File: src/rtl/pipe_event_counter_if.sv
// Control/readout bundle for pipe_event_counter: run control and event strobes in,
// registered counter readout and status out.
interface pipe_event_counter_if #(
  parameter int NUM_EVENTS = 4,
  parameter int CNT_WIDTH  = 32
);
  localparam int SEL_W = $clog2(NUM_EVENTS + 1);

  logic                  start_i;
  logic                  clear_i;
  logic                  freeze_i;
  logic [NUM_EVENTS-1:0] event_i;
  logic [NUM_EVENTS-1:0] mask_i;
  logic [SEL_W-1:0]      sel_i;
  logic [CNT_WIDTH-1:0]  rd_data_o;
  logic [CNT_WIDTH-1:0]  cycle_o;
  logic                  running_o;
  logic                  done_o;
  logic [NUM_EVENTS-1:0] ovf_o;

  modport master (
    output start_i, clear_i, freeze_i, event_i, mask_i, sel_i,
    input  rd_data_o, cycle_o, running_o, done_o, ovf_o
  );

  modport slave (
    input  start_i, clear_i, freeze_i, event_i, mask_i, sel_i,
    output rd_data_o, cycle_o, running_o, done_o, ovf_o
  );
endinterface

File: src/rtl/pipe_event_counter.sv
// Cycle + qualified hazard-event counter over a bounded/unbounded run window,
// with per-channel saturating counters and a registered select readout.
module pipe_event_counter_lane #(
  parameter int CNT_WIDTH = 32
) (
  input  logic                 clk_i,
  input  logic                 rst_i,
  input  logic                 clr_i,
  input  logic                 inc_i,
  output logic [CNT_WIDTH-1:0] cnt_o,
  output logic                 ovf_o
);
  logic [CNT_WIDTH-1:0] cnt_q, cnt_d;
  logic                 ovf_q, ovf_d;

  always_comb begin
    cnt_d = cnt_q;
    ovf_d = ovf_q;
    if (clr_i) begin
      cnt_d = '0;
      ovf_d = 1'b0;
    end else if (inc_i) begin
      // a qualified event at all-ones is lost, so flag it instead of wrapping
      if (&cnt_q) ovf_d = 1'b1;
      else        cnt_d = cnt_q + 1'b1;
    end
  end

  always_ff @(posedge clk_i) begin
    if (rst_i) begin
      cnt_q <= '0;
      ovf_q <= 1'b0;
    end else begin
      cnt_q <= cnt_d;
      ovf_q <= ovf_d;
    end
  end

  assign cnt_o = cnt_q;
  assign ovf_o = ovf_q;
endmodule

module pipe_event_counter #(
  parameter int NUM_EVENTS = 4,
  parameter int CNT_WIDTH  = 32,
  parameter int MAX_CYCLES = 64
) (
  input  logic                  clk_i,
  input  logic                  rst_i,
  pipe_event_counter_if.slave   bus
);
  localparam int SEL_W = $clog2(NUM_EVENTS + 1);
  localparam logic [CNT_WIDTH-1:0] LAST_CYC = CNT_WIDTH'(MAX_CYCLES - 1);

  typedef enum logic [1:0] {S_IDLE, S_RUN, S_DONE} state_e;

  state_e               state_q, state_d;
  logic [CNT_WIDTH-1:0] cycle_q, cycle_d;
  logic [CNT_WIDTH-1:0] rd_q, rd_d;
  logic                 count_en;
  logic [NUM_EVENTS-1:0]                inc;
  logic [NUM_EVENTS-1:0]                ovf;
  logic [NUM_EVENTS-1:0][CNT_WIDTH-1:0] ev_cnt;

  assign count_en = (state_q == S_RUN) && !bus.freeze_i && !bus.clear_i;
  assign inc      = {NUM_EVENTS{count_en}} & bus.event_i & bus.mask_i;

  always_comb begin
    state_d = state_q;
    cycle_d = cycle_q;
    if (bus.clear_i) begin
      state_d = S_IDLE;
      cycle_d = '0;
    end else begin
      unique case (state_q)
        S_IDLE: if (bus.start_i) state_d = S_RUN;
        S_RUN: if (!bus.freeze_i) begin
          // unbounded runs saturate; bounded runs stop at MAX_CYCLES first
          if (!(MAX_CYCLES == 0 && (&cycle_q))) cycle_d = cycle_q + 1'b1;
          if (MAX_CYCLES != 0 && cycle_q == LAST_CYC) state_d = S_DONE;
        end
        S_DONE: ;
        default: state_d = S_IDLE;
      endcase
    end
  end

  always_ff @(posedge clk_i) begin
    if (rst_i) begin
      state_q <= S_IDLE;
      cycle_q <= '0;
    end else begin
      state_q <= state_d;
      cycle_q <= cycle_d;
    end
  end

  pipe_event_counter_lane #(.CNT_WIDTH(CNT_WIDTH)) u_lane [NUM_EVENTS-1:0] (
    .clk_i (clk_i),
    .rst_i (rst_i),
    .clr_i (bus.clear_i),
    .inc_i (inc),
    .cnt_o (ev_cnt),
    .ovf_o (ovf)
  );

  // readout samples pre-update counter values; out-of-range selects read zero
  always_comb begin
    rd_d = '0;
    for (int i = 0; i < NUM_EVENTS; i++)
      if (bus.sel_i == SEL_W'(i)) rd_d = ev_cnt[i];
    if (bus.sel_i == SEL_W'(NUM_EVENTS)) rd_d = cycle_q;
  end

  always_ff @(posedge clk_i) begin
    if (rst_i) rd_q <= '0;
    else       rd_q <= rd_d;
  end

  assign bus.rd_data_o = rd_q;
  assign bus.cycle_o   = cycle_q;
  assign bus.running_o = (state_q == S_RUN);
  assign bus.done_o    = (state_q == S_DONE);
  assign bus.ovf_o     = ovf;
endmodule

File: src/flat_wrapper.sv
// flat-port wrapper written by rule: the top's interface ports become plain ports
module pipe_event_counter_flat 
#(
  parameter int NUM_EVENTS = 4,
  parameter int CNT_WIDTH  = 32,
  parameter int MAX_CYCLES = 64
)
  (clk_i, rst_i, bus_start_i, bus_clear_i, bus_freeze_i, bus_event_i, bus_mask_i, bus_sel_i, bus_rd_data_o, bus_cycle_o, bus_running_o, bus_done_o, bus_ovf_o);
  pipe_event_counter_if #(.NUM_EVENTS(NUM_EVENTS), .CNT_WIDTH(CNT_WIDTH)) bus_i ();
  input  logic clk_i;
  input  logic rst_i;
  input wire logic [$bits(bus_i.start_i)-1:0] bus_start_i;
  input wire logic [$bits(bus_i.clear_i)-1:0] bus_clear_i;
  input wire logic [$bits(bus_i.freeze_i)-1:0] bus_freeze_i;
  input wire logic [$bits(bus_i.event_i)-1:0] bus_event_i;
  input wire logic [$bits(bus_i.mask_i)-1:0] bus_mask_i;
  input wire logic [$bits(bus_i.sel_i)-1:0] bus_sel_i;
  output wire logic [$bits(bus_i.rd_data_o)-1:0] bus_rd_data_o;
  output wire logic [$bits(bus_i.cycle_o)-1:0] bus_cycle_o;
  output wire logic [$bits(bus_i.running_o)-1:0] bus_running_o;
  output wire logic [$bits(bus_i.done_o)-1:0] bus_done_o;
  output wire logic [$bits(bus_i.ovf_o)-1:0] bus_ovf_o;
  assign bus_i.start_i = bus_start_i;
  assign bus_i.clear_i = bus_clear_i;
  assign bus_i.freeze_i = bus_freeze_i;
  assign bus_i.event_i = bus_event_i;
  assign bus_i.mask_i = bus_mask_i;
  assign bus_i.sel_i = bus_sel_i;
  assign bus_rd_data_o = bus_i.rd_data_o;
  assign bus_cycle_o = bus_i.cycle_o;
  assign bus_running_o = bus_i.running_o;
  assign bus_done_o = bus_i.done_o;
  assign bus_ovf_o = bus_i.ovf_o;
  pipe_event_counter #(.NUM_EVENTS(NUM_EVENTS), .CNT_WIDTH(CNT_WIDTH), .MAX_CYCLES(MAX_CYCLES)) u_core (.clk_i(clk_i), .rst_i(rst_i), .bus(bus_i));
endmodule
File: config.mk
export PLATFORM = sky130hd
export DESIGN_NAME = pipe_event_counter_flat
export DESIGN_NICKNAME = d
export VERILOG_FILES = /design/src/rtl/pipe_event_counter_if.sv /design/src/rtl/pipe_event_counter.sv /design/src/flat_wrapper.sv
export SDC_FILE = /design/constraint.sdc
export NUM_CORES = 1
export LEC_CHECK = 0
export BUFFER_PORTS_ARGS = -buffer_cell sky130_fd_sc_hd__buf_2
export CORE_UTILIZATION = 35
export DETAILED_ROUTE_END_ITERATION = 7
export GPL_TIMING_DRIVEN = 0
export SKIP_CTS_REPAIR_TIMING = 1
export SLEW_MARGIN = 20
export SYNTH_ARGS = -nofsm -noshare
export SYNTH_HDL_FRONTEND = slang
export SYNTH_SLANG_ARGS = --single-unit
File: constraint.sdc
create_clock -name clk_i -period 2.4 [get_ports clk_i]
set_input_delay 0.36 -clock clk_i [delete_from_list [all_inputs] [get_ports clk_i]]
set_output_delay 0.36 -clock clk_i [all_outputs]
set_load 0.005 [all_outputs]
======== Word-level counts from Yosys, hierarchy flattened ========
Cells that the tools add are included.
word-level totals
  register bits after elaboration ......... 198
  input port bits ......................... 16
  output and inout port bits .............. 70
  logic and storage cells ................. 64
cells by class
  add/sub/neg operators ................... 5
  equality and inequality tests ........... 10
  multiplexer cells ....................... 9
  bitwise gates (word level) .............. 8
  reductions and logical operators ........ 21
operators with widths
  kind                                                  number
  adder 32 x 1 -> 32 bit, second input constant         5
  two-way mux 32 bit                                    5
  AND reduction 33 bit                                  4
  AND reduction 32 bit                                  4
  equality test 32 x 6 -> 1 bit, second input constant  1
  AND reduction 2 bit                                   5
  bitwise AND 4 bit                                     2
  equality test 3 x 2 -> 1 bit, second input constant   2
  two-way mux 2 bit                                     3
  NOT 1 bit                                             6
  case mux 2 bit (3 select lines)                       1
  != test 2 bit, second input constant                  2
  AND reduction 4 bit                                   1
  equality test 3 x 1 -> 1 bit, second input constant   1
  equality test 3 bit, second input constant            1
  zero test 3 bit                                       1
  equality test 2 x 1 -> 1 bit, second input constant   1
  equality test 2 bit, second input constant            1
  logical AND 1 bit                                     2
  zero test 1 bit                                       2
  zero test 2 bit                                       1
  != test 2 x 1 -> 1 bit, second input constant         1
  OR reduction 2 bit                                    1

======== Longest topological paths before layout ========
Gate-level depths: netlist of run 1.
  depth after elaboration ................. 6
  gate-level depth with buffers ........... 9
  gate-level depth less buffers ........... 6

======== By module ========
A second synthesis of run 1 with hierarchy kept.
second synthesis, totals
  cells, all modules ...................... 1140
  area, all modules ....................... 10242.3 um2
modules (own cells, without submodules)
  module                   times used  cells each  area each (um2)  sequential area each (um2)
  pipe_event_counter_lane  4           195         1657.8           660.6
  pipe_event_counter       1           360         3611.0           1321.3

======== Worst setup path before layout of run 1 ========
OpenSTA, ideal clock, no wires.
  path type ............................... reg2reg
  from .................................... register u_core.state_q[1]
  to ...................................... register u_core.u_lane[0].cnt_q[23]
  library setup time ...................... 0.070 ns
  arrival ................................. 2.459 ns
  required time ........................... 2.330 ns
  path slack .............................. -0.130 ns
  stages on the path, launching flop included .. 8
  buffers on the path ..................... 2
  clock period less this slack ............ 2.530 ns
  cells stage by stage .................... dfxtp_1 > or4b_4 > or4_1 > buf_2 > a211o_1 > buf_6 > or3_1 > a21oi_1
on the way
  word-level cells in the longest chain between the ends .. 6
ends and longest elaborated chain
  what                            line                      text
  start: declaration              pipe_event_counter.sv:57  state_e state_q, state_d;
  start signal: assignment        pipe_event_counter.sv:93  state_q <= state_d;
  equality test 2 x 1 -> 1 bit    pipe_event_counter.sv:65  assign count_en = (state_q == S_RUN) && !bus.freeze_i && !bus.clear_i;
  logical AND 1 bit (2 in a row)  pipe_event_counter.sv:65
  bitwise AND 4 bit (2 in a row)  pipe_event_counter.sv:66  assign inc = {NUM_EVENTS{count_en}} & bus.event_i & bus.mask_i;
  AND reduction 2 bit (no line)   n/a
  end signal: assignment          pipe_event_counter.sv:34  cnt_q <= cnt_d;
  end: declaration                pipe_event_counter.sv:13  logic [CNT_WIDTH-1:0] cnt_q, cnt_d;
Every way passes these cells.
A chain may end at the register's enable or synchronous reset.

======== Worst setup path after layout of run 1 ========
  from .................................... register u_core.state_q[1]
  to ...................................... register u_core.u_lane[0].cnt_q[31]
The elaborated chain is that of the path after synthesis.

==> metrics.log, run 1 <==
INFO  metric drt-vias-per-instance = 5.988
INFO  metric yosysWarningCount = 0
INFO  metric insertion_delay_to_the_later_sink_of_the_worst_skew_pair = 460 ps
INFO  metric routed-via-count = roughly 11000
INFO  metric cp-end-kind = flip-flop
INFO  metric worst_clock_skew = 13.54 ps
INFO  metric clk_pin_slew_worst_paths = 80 ps
INFO  metric postSynthAreaPerCell = 8.133 µm²
INFO  metric post_route_cells_drive_above_1_share = 16.01%
INFO  metric finalCritPeriodShare = 105.3%
INFO  metric worstSetupPathType = flip-flop to flip-flop
INFO  metric synth.ff_latch_count = slightly below 200
INFO  metric reg2reg_setup_slack = -130 ps
INFO  metric yosys_most_used_dff = dfxtp_1
INFO  metric clock_sink_count = 198
INFO  metric initial_core_util = between 30% and 40%
INFO  metric power.switching = about 1.8 mW
INFO  metric power.static_leakage = 4.034 nW
INFO  metric setup_violations = 14
INFO  metric cts-root-to-sink-buffers = 2
INFO  metric synth.cell_area = between 10000 and 15000 µm²
INFO  metric antenna_found_initial = 1
INFO  metric tritoncts_clock_tree = done
INFO  metric row_count = 62
INFO  metric via_count_of_the_first_global_routing_pass = approximately 9400
INFO  metric worstSetupStartpointType = flip-flop
INFO  metric hold_path.class = primary input to flip-flop
INFO  metric synthesis.nets = ~1300
INFO  metric layout_min_cycle_time = ~2500 ps
INFO  metric grt_first_pass_wirelength = 56.56 mm
INFO  metric finalWeightedCongestion = 1.016
INFO  metric timing.critical_path.fanout_max = 10
INFO  metric worst-slew-pin-transition = roughly 1000 ps
INFO  metric cp_data_required_time = ~2800 ps
INFO  metric first_pass_iters = 5
INFO  metric grt.met3_usage = under 10%
INFO  metric power.density_cell_area = ~530 nW/µm²
INFO  metric ant_nets = 0
INFO  metric finalWirelength = 37.69 mm
INFO  metric gr-usage-met1 = 33.31%
INFO  metric clock-root-buffer = clkbuf_16
INFO  metric areaGrowthSynthToFinish = 19.47%
INFO  metric grtUsageMet2 = 38.18%
INFO  metric max_slew_violations = 0
INFO  metric finish.cell_count_without_fillers = around 1800
INFO  metric netlist-cell-type-count = 51
INFO  metric post_synth_main_area_contributors = dfxtp_1 38%, nand2_1 5.1%, mux2i_1 4.5%, nor2_1 4.0%, a21oi_1 3.8%
INFO  metric p_clk_share = 45.4%
INFO  metric timing.max_slew.rel_slack = 33.28%
INFO  metric p_sw_share = about 27%
INFO  metric coreArea = just under 30000 µm²
INFO  metric io_pins = 86
INFO  metric gr-max-usage-layer = met2
INFO  metric drc_errors = 0
INFO  metric grt_usage = between 20% and 30%
INFO  metric synthCells = around 1300
INFO  metric synth_largest_type_area_fraction = 38.38%
INFO  metric wire_per_inst = ~21 µm
INFO  metric die_y = between 150 and 200 µm
INFO  metric timing.final.ws_setup = -126.1 ps
INFO  metric n_fill_cell = 3005
INFO  metric detail_route.iter0.violations = 1099
INFO  metric post-synth-top-area-cell = dfxtp_1
INFO  metric finalNetCount = 1413
INFO  metric violations = setup timing
INFO  metric peakVddDrop = 0.0004661 V
INFO  metric power.combinational.fraction = under 10%
INFO  metric place.port_buffers = 83
INFO  metric finalSetupTns = -766.8 ps
INFO  metric post_detail_place_hpwl = 27.75 mm
INFO  metric seq_power_share = approximately half
INFO  metric seq_area_frac_synth = a little under two fifths
INFO  metric numCtsBuffers = 17
INFO  metric grt_overflow_total = 0
INFO  metric cts.htree.levels = 4
INFO  metric rsz0062_at_grt = yes
INFO  metric p_int = 4.783 mW
INFO  metric critical_path_arrival = 2900 ps
INFO  metric die_area = between 30000 and 40000 µm²
INFO  metric die_width = 173.8 µm
INFO  metric report.final.hold_viol_count = 0
INFO  metric maxClockFrequency = 395.9 MHz
INFO  metric timing.max_cap.violations = 0
INFO  metric synth-async-reset-ratio = 0%
INFO  metric number_of_instances_in_the_placed_design = ~1700
INFO  metric grt_max_degree = 22
INFO  metric synth_enable_flop_cells = 0
INFO  metric status = finished with violations
-- registers in the layout (all words and copies together) (netlist names) --
register and count:
u_core.u_lane.ovf_o 4, u_core.u_lane.cnt_o 128, u_core.bus.rd_data_o 32, u_core.state_q 2, u_core.bus.cycle_o 32
-- layer usage --
layer	share of wire, %	wire length [µm]
met2	45	16820
met3	8.2	3105
met5	0	0
met1	44	16650
met4	3.0	1123
-- final timing paths --
path / start / end / cells past startpoint
hold / removal: bus_start_i / u_core.state_q[0] / 3
hold reg to reg: u_core.u_lane[3].ovf_o / u_core.u_lane[3].ovf_o / 1
setup reg to reg: u_core.state_q[1] / u_core.u_lane[0].cnt_o[31] / 6
setup / recovery: u_core.state_q[1] / u_core.u_lane[0].cnt_o[31] / 6
-- synthesized netlist by cell type, drive strengths merged (2+ instances only) --
cell	number
xnor2	31
o211ai	9
a31oi	2
mux2i	46
nand4	44
xor2	12
or4b	3
nor4b	5
or2	2
inv	15
o31a	5
nor4	30
and2	12
a21oi	78
or3	53
o21a	13
o31ai	33
nor2b	3
and4b	2
and3	22
nand2	141
nand3	57
buf	10
and4	28
a2111oi	2
a211oi	33
a31o	8
dfxtp	198
o41ai	5
a22oi	32
mux4	5
nor3b	3
o21ai	67
or4	41
nor3	21
ha	5
nor2	110
o311ai	5
clkbuf	74
-- critical path: stages, from the launching register on --
cell and delay (ps):
dfxtp_4 380, or4b_4 590, or4_4 510, a211o_4 320
buf_6 150, or3_1 340, a21oi_1 140
-- power by group through the flow --
stage	sequential [mW]	clock, mW	combinational [mW]
global placement	3.38	0	0.266
detailed placement	3.38	0	0.272
global route	3.30	3.15	0.300
finish	3.30	2.98	0.283
CTS	3.30	3.00	0.273
floorplan	3.38	0	0.151
-- logic make-up (layout without fill, tap and decap cells) --
| group | after synthesis | in the layout | share of synthesized area [%] |
|---|---|---|---|
| and+or+nand+nor | 579 | 579 | 29.80 |
| AOI/OAI and AO/OA | 294 | 294 | 18.16 |
| DFF | 198 | 198 | 38.38 |
| buffers and inverters | 100 | 235 | 3.864 |
| muxes | 51 | 51 | 5.548 |
| xor gates and xnor gates | 43 | 43 | 3.646 |
| adders and majority gates | 5 | 5 | 0.6057 |
| other | 0 | 1 | 0 |
-- metrics by stage --
step,setup WS (ps),area (µm²),power [mW],hold WS (ps),utilization [%]
finish,-126.1,12340,6.562,214.5,42.76
global route,-171.8,12340,6.748,254.7,42.76
CTS,-940.8,11890,6.570,211.9,41.19
detailed placement,-912.4,11270,3.650,468.8,39.07
global placement,-1255,11230,3.644,451.0,38.93
floorplan,16.04,10340,3.529,438.0,-
-- area by class of cell --
type / instances / area, µm² / area share, %
Clock buffer: 17 / 425.4 / 3.448
Buffer: 76 / 332.8 / 2.697
Tap cell: 384 / 480.5 / 3.894
Multi-Input combinational cell: 972 / 6197 / 50.22
Antenna cell: 1 / 2.502 / 0.02028
Clock inverter: 15 / 187.7 / 1.521
Inverter: 16 / 60.06 / 0.4867
Sequential cell: 198 / 3984 / 32.29
Timing Repair Buffer: 111 / 669.4 / 5.425
-- cells in the final DEF, fill, tap and decap left out, types with 6 or more instances in the layout --
cell       count
buf_4         26
clkinv_8       7
a211oi_1      31
xor2_1        12
and3_1        21
o21ai_0       67
nor2_1       109
buf_2         85
inv_1         15
a31o_2         8
dfxtp_2       10
nor3_1        20
nand2_1      141
and4_1        26
o31ai_1       30
clkbuf_16     17
o21a_1        13
or3_1         52
a21oi_1       73
clkbuf_1      56
or4_1         36
nand4_1       44
dfxtp_1      186
nand3_1       57
o211ai_1       9
clkbuf_2       6
and2_1        12
xnor2_1       31
a22oi_1       32
nor4_1        25
mux2i_1       46
Power figures use the tool's default switching activity.
==> run 2, diff against run 1 <==
- ABC_AREA: default -> 0
- CELL_PAD_IN_SITES_DETAIL_PLACEMENT: default -> 0
- CELL_PAD_IN_SITES_GLOBAL_PLACEMENT: default -> 2
- CORE_UTILIZATION: 35 -> 33
- PLACE_DENSITY_LB_ADDON: default -> 0.1
- SETUP_SLACK_MARGIN: default -> 0.3
==> metrics.log, run 2 (synthesized netlist as in run 1, its figures left out) <==
INFO  metric cp_cell_instances = or4b_4 -> or4_4 -> buf_6 -> a211o_4 -> buf_6 -> or3_4 -> a21oi_2
INFO  metric finalNetCount = between 1000 and 1500
INFO  metric die_area = 32010 µm²
INFO  metric io_pins = 86
INFO  metric tritoncts_clock_tree = done
INFO  metric rsz0062_at_grt = yes
INFO  metric worst-slew-pin-transition = 996.9 ps
INFO  metric numCtsBuffers = 17
INFO  metric drt-vias-per-instance = between 5 and 6
INFO  metric finalWirelength = ~42 mm
INFO  metric cp_data_required_time = 2790 ps
INFO  metric grt_first_pass_wirelength = 60.23 mm
INFO  metric number_of_instances_in_the_placed_design = 1749
INFO  metric timing.critical_path.fanout_max = 10
INFO  metric grt_max_degree = 19
INFO  metric ant_nets = 0
INFO  metric report.final.hold_viol_count = 0
INFO  metric maxClockFrequency = 396.9 MHz
INFO  metric largest_register_ff_count = 128
INFO  metric timing.max_slew.rel_slack = between 30% and 40%
INFO  metric cts-root-to-sink-buffers = 2
INFO  metric timing.final.ws_setup = -119.7 ps
INFO  metric areaGrowthSynthToFinish = 30.84%
INFO  metric finalWeightedCongestion = between 0.9 and 1
INFO  metric routed-via-count = 10610
INFO  metric grt_usage = 25.79%
INFO  metric place.port_buffers = 83
INFO  metric post_detail_place_hpwl = slightly above 30 mm
INFO  metric crit_family = simple AND/OR/NAND/NOR gates
INFO  metric worst_clock_skew = 12.01 ps
INFO  metric violations = setup timing
INFO  metric finish.cell_count_without_fillers = 1837
INFO  metric number_of_inserted_diodes = 0
INFO  metric worstSetupPathType = flip-flop to flip-flop
INFO  metric clock-root-buffer = clkbuf_16
INFO  metric insertion_delay_to_the_later_sink_of_the_worst_skew_pair = 460 ps
INFO  metric critical_path_arrival = slightly below 3000 ps
INFO  metric worstSetupStartpointType = flip-flop
INFO  metric layout_min_cycle_time = approximately 2500 ps
INFO  metric antenna_found_initial = 0
INFO  metric die_width = 178.9 µm
INFO  metric die_y = approximately 180 µm
INFO  metric post_route_cells_drive_above_1_share = 27.90%
INFO  metric critical_path.n_buffers_inverters = 2
INFO  metric finalCritPeriodShare = 105.0%
INFO  metric max_slew_violations = 0
INFO  metric row_count = 64
INFO  metric grt_overflow_total = 0
INFO  metric timing.max_cap.violations = 0
INFO  metric peakVddDrop = roughly 0.0005 V
INFO  metric utilization = 44.06%
INFO  metric status = finished with violations
INFO  metric crit_slowest_cell = or4b_4
INFO  metric first_pass_iters = 4
INFO  metric initial_core_util = 33.68%
INFO  metric setup_violations = 11
INFO  metric cp-end-kind = flip-flop
INFO  metric critPathMaxStageDelay = 600 ps
INFO  metric drc_errors = 0
INFO  metric critical_path_most_common_cell = buf_6
INFO  metric power.static_leakage = 4.479 nW
INFO  metric power.density_cell_area = about 480 nW/µm²
INFO  metric hold_path.class = primary input to flip-flop
INFO  metric detail_route.iter0.violations = 708
INFO  metric mostFrequentLayoutCells = 158 x dfxtp_1, 134 x nand2_1, 107 x nor2_1
INFO  metric clk_pin_slew_worst_paths = 80 ps
INFO  metric via_count_of_the_first_global_routing_pass = 9329
INFO  metric wire_per_inst = 22.81 µm
INFO  metric clock_sink_count = 198
INFO  metric most_common_library_cell_in_the_layout_ignoring_fill_and_taps = dfxtp_1
INFO  metric cts.htree.levels = 4
INFO  metric coreArea = 30670 µm²
INFO  metric detailedPlace.worstSlack = -781.6 ps
run 2: metrics by stage:
step / TNS [ps] / hold WS, ps / instance area [µm²] / power (mW)
after floorplan: 0 / 438.0 / 10460 / 3.530
after global placement: -93640 / 448.7 / 11370 / 3.663
after detailed placement: -81350 / 458.9 / 11380 / 3.664
after CTS: -34160 / 173.5 / 11950 / 6.580
after global routing: -1672 / 228.2 / 13510 / 6.728
final: -877.9 / 181.9 / 13510 / 6.523
run 2: worst reg2reg max path, delay by kind of cell, from the launching register on:
family | cells | cell delay [ps]
buffers and inverters | 2 | 280
AOI/OAI and AO/OA | 2 | 410
and+or+nand+nor | 3 | 1380
DFF | 1 | 370
run 2: final cells by class:
type | count | area [µm²]
inverters | 16 | 60.06
repair buffers | 139 | 934.6
flip-flops and latches | 198 | 4039
well taps | 396 | 495.5
clock buffers | 17 | 425.4
fillers | 3119 | 17160
clock inverters | 15 | 145.1
plain buffers | 84 | 525.5
multi-input cells | 972 | 6889
run 2: power breakdown:
part	switching (mW)	internal [mW]	total (mW)
Combinational	0.227	0.0810	0.308
Clock	1.47	1.46	2.93
Sequential	0.00568	3.28	3.29
run 2: worst paths after layout:
path | start | endpoint | slack (ps) | depth (start not counted)
worst max-delay path | u_core.state_q[1] | u_core.u_lane[0].cnt_o[31] | -120 | 7
worst min-delay path | bus_start_i | u_core.state_q[0] | 180 | 3
worst max register to register | u_core.state_q[1] | u_core.u_lane[0].cnt_o[31] | -120 | 7
worst min register to register | u_core.state_q[1] | u_core.state_q[0] | 480 | 1
run 2: per-layer routing:
metal / share of wire, % / up-vias / global-route usage, % / wire length, µm
met5: 0 / - / 0 / 0
met4: 2.2 / 0 / 6.992 / 921
met3: 5.3 / 42 / 4.262 / 2205
met2: 48 / 283 / 43.23 / 20000
met1: 45 / 5183 / 33.95 / 18780
li1: - / 5098 / - / -
